## config.mk

```make
export PLATFORM = sky130hd
export DESIGN_NAME = pipe_add_sub
export DESIGN_NICKNAME = d
export VERILOG_FILES = /design/src/rtl/pipe_add_sub.sv
export SDC_FILE = /design/constraint.sdc
export NUM_CORES = 1
export LEC_CHECK = 0
export BUFFER_PORTS_ARGS = -buffer_cell sky130_fd_sc_hd__buf_2
export CAP_MARGIN = 10
export CORE_MARGIN = 5
export CORE_UTILIZATION = 35
export DETAILED_ROUTE_END_ITERATION = 7
export SLEW_MARGIN = 5
export SYNTH_ARGS = -nofsm -noshare
export SYNTH_HDL_FRONTEND = slang
export SYNTH_SLANG_ARGS = --single-unit
```

## constraint.sdc

```tcl
create_clock -name clk -period 2.05 [get_ports clk]
set_input_delay 0.1025 -clock clk [delete_from_list [all_inputs] [get_ports clk]]
set_output_delay 0.1025 -clock clk [all_outputs]
set_load 0.05 [all_outputs]
```

## src/rtl/pipe_add_sub.sv

```systemverilog
// pipe_add_sub: pipelined N-bit adder/subtractor, one carry segment per stage, valid/ready stream
module pipe_add_sub #(
  parameter int N      = 16,
  parameter int STAGES = 4
) (
  input  logic         clk,
  input  logic         rst_n,
  input  logic         in_valid,
  output logic         in_ready,
  input  logic [N-1:0] a,
  input  logic [N-1:0] b,
  input  logic         cin,
  input  logic         sub,
  output logic         out_valid,
  input  logic         out_ready,
  output logic [N-1:0] sum,
  output logic         cout,
  output logic         ovf
);
  localparam int SEG = N / STAGES;
  if (N < 1 || STAGES < 1 || STAGES > N || N % STAGES != 0) begin : g_bad_params
    $error("pipe_add_sub: need N >= 1, 1 <= STAGES <= N and N %% STAGES == 0");
  end
  logic         en;
  logic         v  [STAGES+1];
  logic         c  [STAGES+1];
  logic [N-1:0] pa [STAGES+1];
  logic [N-1:0] pb [STAGES+1];
  logic [N-1:0] ps [STAGES+1];
  assign en       = ~out_valid | out_ready;
  assign in_ready = en;
  assign v[0]     = in_valid & en;
  assign c[0]     = sub ? 1'b1 : cin;
  assign pa[0]    = a;
  assign pb[0]    = sub ? ~b : b;
  assign ps[0]    = '0;
  for (genvar k = 0; k < STAGES; k++) begin : g_st
    logic [SEG:0]   add;
    logic [N-1:0]   sn;
    logic           vq, cq;
    logic [N-1:0]   aq, bq, sq;
    assign add = {1'b0, pa[k][k*SEG +: SEG]} + {1'b0, pb[k][k*SEG +: SEG]} + (SEG+1)'(c[k]);
    // Splice this stage's segment into the partial sum carried from upstream
    always_comb begin
      sn = ps[k];
      sn[k*SEG +: SEG] = add[SEG-1:0];
    end
    // Stage register; data only loads with a real beat so idle outputs keep their last value
    always_ff @(posedge clk or negedge rst_n) begin
      if (!rst_n) begin
        vq <= 1'b0;
        cq <= 1'b0;
        aq <= '0;
        bq <= '0;
        sq <= '0;
      end else if (en) begin
        vq <= v[k];
        if (v[k]) begin
          cq <= add[SEG];
          aq <= pa[k];
          bq <= pb[k];
          sq <= sn;
        end
      end
    end
    assign v[k+1]  = vq;
    assign c[k+1]  = cq;
    assign pa[k+1] = aq;
    assign pb[k+1] = bq;
    assign ps[k+1] = sq;
  end
  assign out_valid = v[STAGES];
  assign sum       = ps[STAGES];
  assign cout      = c[STAGES];
  assign ovf       = (pa[STAGES][N-1] == pb[STAGES][N-1]) && (sum[N-1] != pa[STAGES][N-1]);
endmodule
```

After elaboration in Yosys (flattened, before gate mapping)
Index checks and enable logic that the tools add are counted.
- register bits: 176
- mux-type cells: 2
- $add $sub $neg: 8
- reduce and logical (&&, ||, !) cells: 5
- bitwise operators: 4
- eq/ne operators: 2
- operators by type and width (operator ; count):
    adder 4 x 4 -> 5 bit ; 4
    adder 5 x 1 -> 5 bit ; 4
    two-way mux 16 bit ; 1
    inverter 16 bit ; 1
    AND reduction 2 bit ; 4
    bitwise AND 1 bit ; 1
    == test 1 bit ; 1
    logical AND 1 bit ; 1
    two-way mux 1 bit ; 1
    != test 1 bit ; 1
    inverter 1 bit ; 1
    bitwise OR 1 bit ; 1

Logic depth before layout (Yosys ltp)
- depth in word-level cells: 4
- depth in mapped cells: 8
- depth with buffers taken out: 6

Worst setup path after synthesis
Ideal clock, no wire load.
- path kind: input port to flip-flop
- from: input port sub
- to: register g_st[0].cq
- setup slack: -0.247 ns
- required time: 1.912 ns
- arrival time: 2.159 ns
- buffers on the path: 2
- stages on the path: 8
- setup time: 0.138 ns
- cell sequence: buf_2 buf_4 or2_2 fa_1 fa_1 a21o_1 a2111oi_0 a21oi_1
- longest elaborated chain between the ends: 3
- elaborated cells between the ends (all ways): 4
- those cells by class: add/sub (2); mux (2)
- RTL lines (item ; line ; RTL):
    start: declaration ; 13 ; input logic sub,
    two-way mux 16 bit ; 35 ; assign pb[0] = sub ? ~b : b;
    adder 4 x 4 -> 5 bit ; 42 ; assign add = {1'b0, pa[k][k*SEG +: SEG]} + {1'b0, pb[k][k*SEG +: SEG]} + (SEG+1)'(c[k]);
    adder 5 x 1 -> 5 bit * ; 42 ;
    end signal: assignment ; 59 ; cq <= add[SEG];
    end: declaration ; 40 ; logic vq, cq;
Every way passes the cells marked *; elsewhere a longest branch is shown, timed or not.
A chain may end at the register's enable or synchronous reset.

Final worst setup path
- from: register g_st[2].cq
- to: register g_st[3].cq (netlist: cout)
- longest elaborated chain between the ends: 1
- RTL lines (item ; line):
    start: declaration ; 40
    start signal: assignment ; 59
    adder 5 x 1 -> 5 bit ; 42
    end signal: assignment ; 59
    end: declaration ; 40
Every way passes these cells.

==> Flow_metrics.wiki <==
{| class="wikitable"
! Metric !! Value
|-
| Flip-flop cell with the highest count after synthesis || sky130_fd_sc_hd__dfrtp_1
|-
| Count of state elements after synthesis || 98
|-
| TritonCTS clock tree || yes
|-
| FFs w/ async S/R, synth || 100.0%
|-
| Standard cell core area || 0.01272 mm^2
|-
| Hold violation total from the final report || 0
|-
| Std-Cell Rows || 41
|-
| Violation count after the first detailed-route iteration || 112
|-
| Final global-route overflow total || 0
|-
| Total setup buffers inserted after CTS || 0
|-
| Highest-delay cell along the critical path || sky130_fd_sc_hd__fa_1
|-
| Number of enable flip-flop cells after synthesis || 0
|-
| Vias || 2658
|-
| Wire length reported by the detailed router || 8441 um
|-
| Die footprint || 0.01544 mm^2
|-
| Run status || finished, final reports clean
|-
| Residual DRC count || 0
|-
| Worst Clk Skew || 0.003635 ns
|-
| Die X || 124.3 um
|-
| Register cell area after layout || 0.002452 mm^2
|-
| Post-layout utilization of the core || 42.99%
|-
| Number of buffers inserted by hold repair at cts || 9
|-
| Mean instance size in the synthesized netlist || 13.93 um^2
|-
| Max Cap Viol || 0
|-
| Reg-to-Reg End || cout
|-
| Share of layout cells above drive strength 1 || 38.71%
|-
| Syn Std Cell Area || 0.004571 mm^2
|-
| Cell family with the largest share of critical-path delay || adder cells
|-
| Clk slew on worst S/H paths || 0.06 ns
|-
| Most frequent cell on the critical path || sky130_fd_sc_hd__fa_1
|-
| LEAKAGE || 0.002566 uW
|-
| Yosys warnings || 0
|-
| Area delta synth->final || 19.66%
|-
| Register-to-Register Path Depth || 5
|-
| Maximum fanout encountered on the critical timing path || 2
|-
| Largest stage delay on the critical path || 0.47 ns
|-
| Type of the most critical hold path || in2reg
|-
| Power spent charging and discharging nets || 3179 uW
|-
| Top cell type by total area after synthesis || sky130_fd_sc_hd__dfrtp_1
|-
| Average via count per standard cell || 4.623
|-
| Maximum frequency from static timing analysis || 561.2 MHz
|-
| Share of the clock period used by the worst path || 86.93%
|-
| Number of resized instances in the post-cts repair step || 0
|-
| Maximum number of pins on one net before global-route repair || 49
|-
| Clock root cell || sky130_fd_sc_hd__clkbuf_16
|-
| Count of port buffers added during placement || 57
|-
| Sequential cell area fraction in the yosys report || 53.65%
|-
| Type of element launching the critical path || flip-flop
|-
| Part of the power in registers || 37.5%
|-
| H-tree Lvls || 3
|-
| Maximum count of clock buffers along a single path || 2
|-
| Post-detail-place hpwl || 6301 um
|-
| Pwr/cell area || 1637 mW/mm^2
|-
| Slew Limit Fails || 0
|-
| GPL Wtd Cong || 0.7886
|-
| Crit path cell chain || fa_1, fa_1, a21o_1, a21oi_1, o21ai_0
|-
| Path type of the worst setup path || reg2reg
|-
| Reg-to-reg slack, setup || 0.27 ns
|-
| Area taken by multi-input logic gates || 0.001958 mm^2
|-
| Leading cell type by number of instances after synthesis || sky130_fd_sc_hd__dfrtp_1
|-
| Largest cells by area after synthesis || sky130_fd_sc_hd__dfrtp_1 (54%), sky130_fd_sc_hd__mux2_4 (13%), sky130_fd_sc_hd__mux2_2 (6.4%)
|-
| Post-Synthesis Cells || 328
|-
| Top-Level Pins || 58
|-
| Data required time of the worst path || 2.27 ns
|-
| Total global routing track utilization || 11.60%
|-
| Unrepaired setup endpoints after global routing || no
|-
| Clock buffers created by TritonCTS || 9
|-
| Net count reported at finish || 456
|-
| Fill cell count || 1234
|-
| Height of the die || 124.3 um
|-
| Comb pwr share || 41.8%
|-
| Number of cells on the critical path || 5
|-
| Number of optimization iterations in the first detailed-route pass || 4
|-
| Number of antenna-violating nets in the routed design || 0
|-
| Critical Path Sink Type || flip-flop
|-
| Count of unique library cells instantiated by Yosys || 34
|-
| Clk pwr share || 20.7%
|-
| Worst voltage drop across the vdd grid || 0.5974 mV
|-
| Setup_tns || 0 ns
|-
| Final setup vio count || 0
|-
| Ant. Diodes || 0
|-
| Synth top area share || 53.65%
|-
| First-pass GRT wire length || 14620 um
|-
| Reg-to-Reg Start || g_st[2].cq
|-
| Starting utilization of the core area || 35.93%
|-
| Insertion delay of the later-clocked pin in the worst-skew pair || 0.34 ns
|-
| Routed wirelength normalized by instance count || 14.68 um
|-
| Start point of the critical path || g_st[2].cq
|-
| Measured slew at the worst slew-check pin || 0.6138 ns
|-
| Total internal power || 5774 uW
|-
| Total buffers and inverters traversed by the critical path || 0
|-
| Initial antenna violation count || 0
|-
| Minimum period implied by the final worst setup slack || 1.782 ns
|-
| Most frequent cells after synthesis || sky130_fd_sc_hd__dfrtp_1 (98), sky130_fd_sc_hd__o21ai_0 (49), sky130_fd_sc_hd__mux2_4 (39), sky130_fd_sc_hd__mux2_2 (26)
|-
| Switch share || 35.51%
|-
| Vias in the first global route || 2904
|-
| Nets in the synthesized netlist || 386
|-
| Crit path to || cout
|-
| Crit path arrival time || 2.00 ns
|-
| Worst rel slew slack || 59.08%
|-
| Sink Count || 98
|}
-- per-stage QoR --
step                hold slack [ns]  instances  power, uW  setup slack (ns)  area (um^2)
detailed placement           0.1545        550       7199           0.04886         5040
floorplan                   -0.1931        328       6374           0.01557         4598
global route                0.02032        575       9577            0.2039         5469
global placement             0.1493        550       7061           0.09384         5040
finish                      0.03107        575       8952            0.2680         5469
CTS                         0.01294        575       9089            0.2678         5469
-- cells by family after synthesis --
logic type               Yosys count  share of synthesized area [%]
multiplexers                      65                          19.22
AND/OR/NAND/NOR                   27                          4.161
XOR/XNOR                          20                          3.833
adder cells (fa/ha/maj)           20                          6.789
AO/OA/AOI/OAI                     71                          8.541
buffers and inverters             27                          3.805
flip-flops                        98                          53.65
-- routing by layer --
metal | routed length (um) | global-route usage (%) | up-vias
li1 | - | - | 1293
met1 | 4217 | 16.08 | 1287
met2 | 3722 | 17.33 | 70
met3 | 322 | 2.702 | 8
met4 | 179 | 5.093 | 0
met5 | 0 | 0 | -
-- worst reg2reg max path, delay by kind of cell, from the launching register on --
kind | cells | cell delay, ns
AO/OA/AOI/OAI | 3 | 0.39
adder cells (fa/ha/maj) | 2 | 0.88
flip-flops | 1 | 0.40
-- layout by cell type, fill, tap and decap left out, types with 2 or more instances in the layout --
| cell type | count |
|---|---|
| sky130_fd_sc_hd__nor2b_1 | 2 |
| sky130_fd_sc_hd__xor2_1 | 8 |
| sky130_fd_sc_hd__buf_2 | 56 |
| sky130_fd_sc_hd__a21boi_0 | 4 |
| sky130_fd_sc_hd__a21oi_1 | 10 |
| sky130_fd_sc_hd__o21ai_0 | 49 |
| sky130_fd_sc_hd__o31ai_1 | 3 |
| sky130_fd_sc_hd__dfrtp_1 | 98 |
| sky130_fd_sc_hd__nand2_1 | 4 |
| sky130_fd_sc_hd__buf_4 | 7 |
| sky130_fd_sc_hd__nor3_1 | 2 |
| sky130_fd_sc_hd__xnor2_1 | 12 |
| sky130_fd_sc_hd__clkbuf_8 | 3 |
| sky130_fd_sc_hd__ha_1 | 12 |
| sky130_fd_sc_hd__nand2_4 | 2 |
| sky130_fd_sc_hd__dlygate4sd3_1 | 9 |
| sky130_fd_sc_hd__inv_1 | 11 |
| sky130_fd_sc_hd__and3b_1 | 3 |
| sky130_fd_sc_hd__fa_2 | 2 |
| sky130_fd_sc_hd__mux2_4 | 39 |
| sky130_fd_sc_hd__mux2_2 | 26 |
| sky130_fd_sc_hd__fa_1 | 6 |
| sky130_fd_sc_hd__bufinv_16 | 2 |
| sky130_fd_sc_hd__nand3_1 | 7 |
| sky130_fd_sc_hd__clkbuf_16 | 9 |
| sky130_fd_sc_hd__a21o_1 | 2 |
-- cell type report --
class / instances / share of cell area (%)
Sequential cell: 98 / 44.84
Multi-Input combinational cell: 203 / 35.80
Timing Repair Buffer: 73 / 8.099
Clock buffer: 12 / 4.873
Tap cell: 172 / 3.935
Clock inverter: 4 / 1.327
Inverter: 13 / 1.121
-- power by group through the flow --
stage	registers (uW)	clock network [uW]	logic [uW]
floorplan	3830	0	2540
global placement	3380	0	3680
detailed placement	3420	0	3780
CTS	3380	1900	3810
global route	3480	1980	4110
finish	3360	1850	3740
-- sequential cells by signal, summed over array words and instances, names as in the netlist --
name / cells
sum: 16
out_valid: 1
g_st.cq: 3
g_st.aq: 25
cout: 1
g_st.bq: 25
g_st.vq: 3
g_st.sq: 24
-- how the worst min path moves through the flow --
| stage | startpoint | to | cells after the start |
|---|---|---|---|
| 2_1_floorplan | rst_n | cout | 0 |
| 3_3_place_gp | rst_n | g_st[0].aq[11] | 1 |
| 3_5_place_dp | rst_n | g_st[0].bq[9] | 1 |
| 4_1_cts | a[12] | g_st[0].aq[12] | 2 |
| 5_1_grt | a[14] | g_st[0].aq[14] | 2 |
| 6_report | a[5] | g_st[0].aq[5] | 3 |
(Power assumes the default switching activity.)
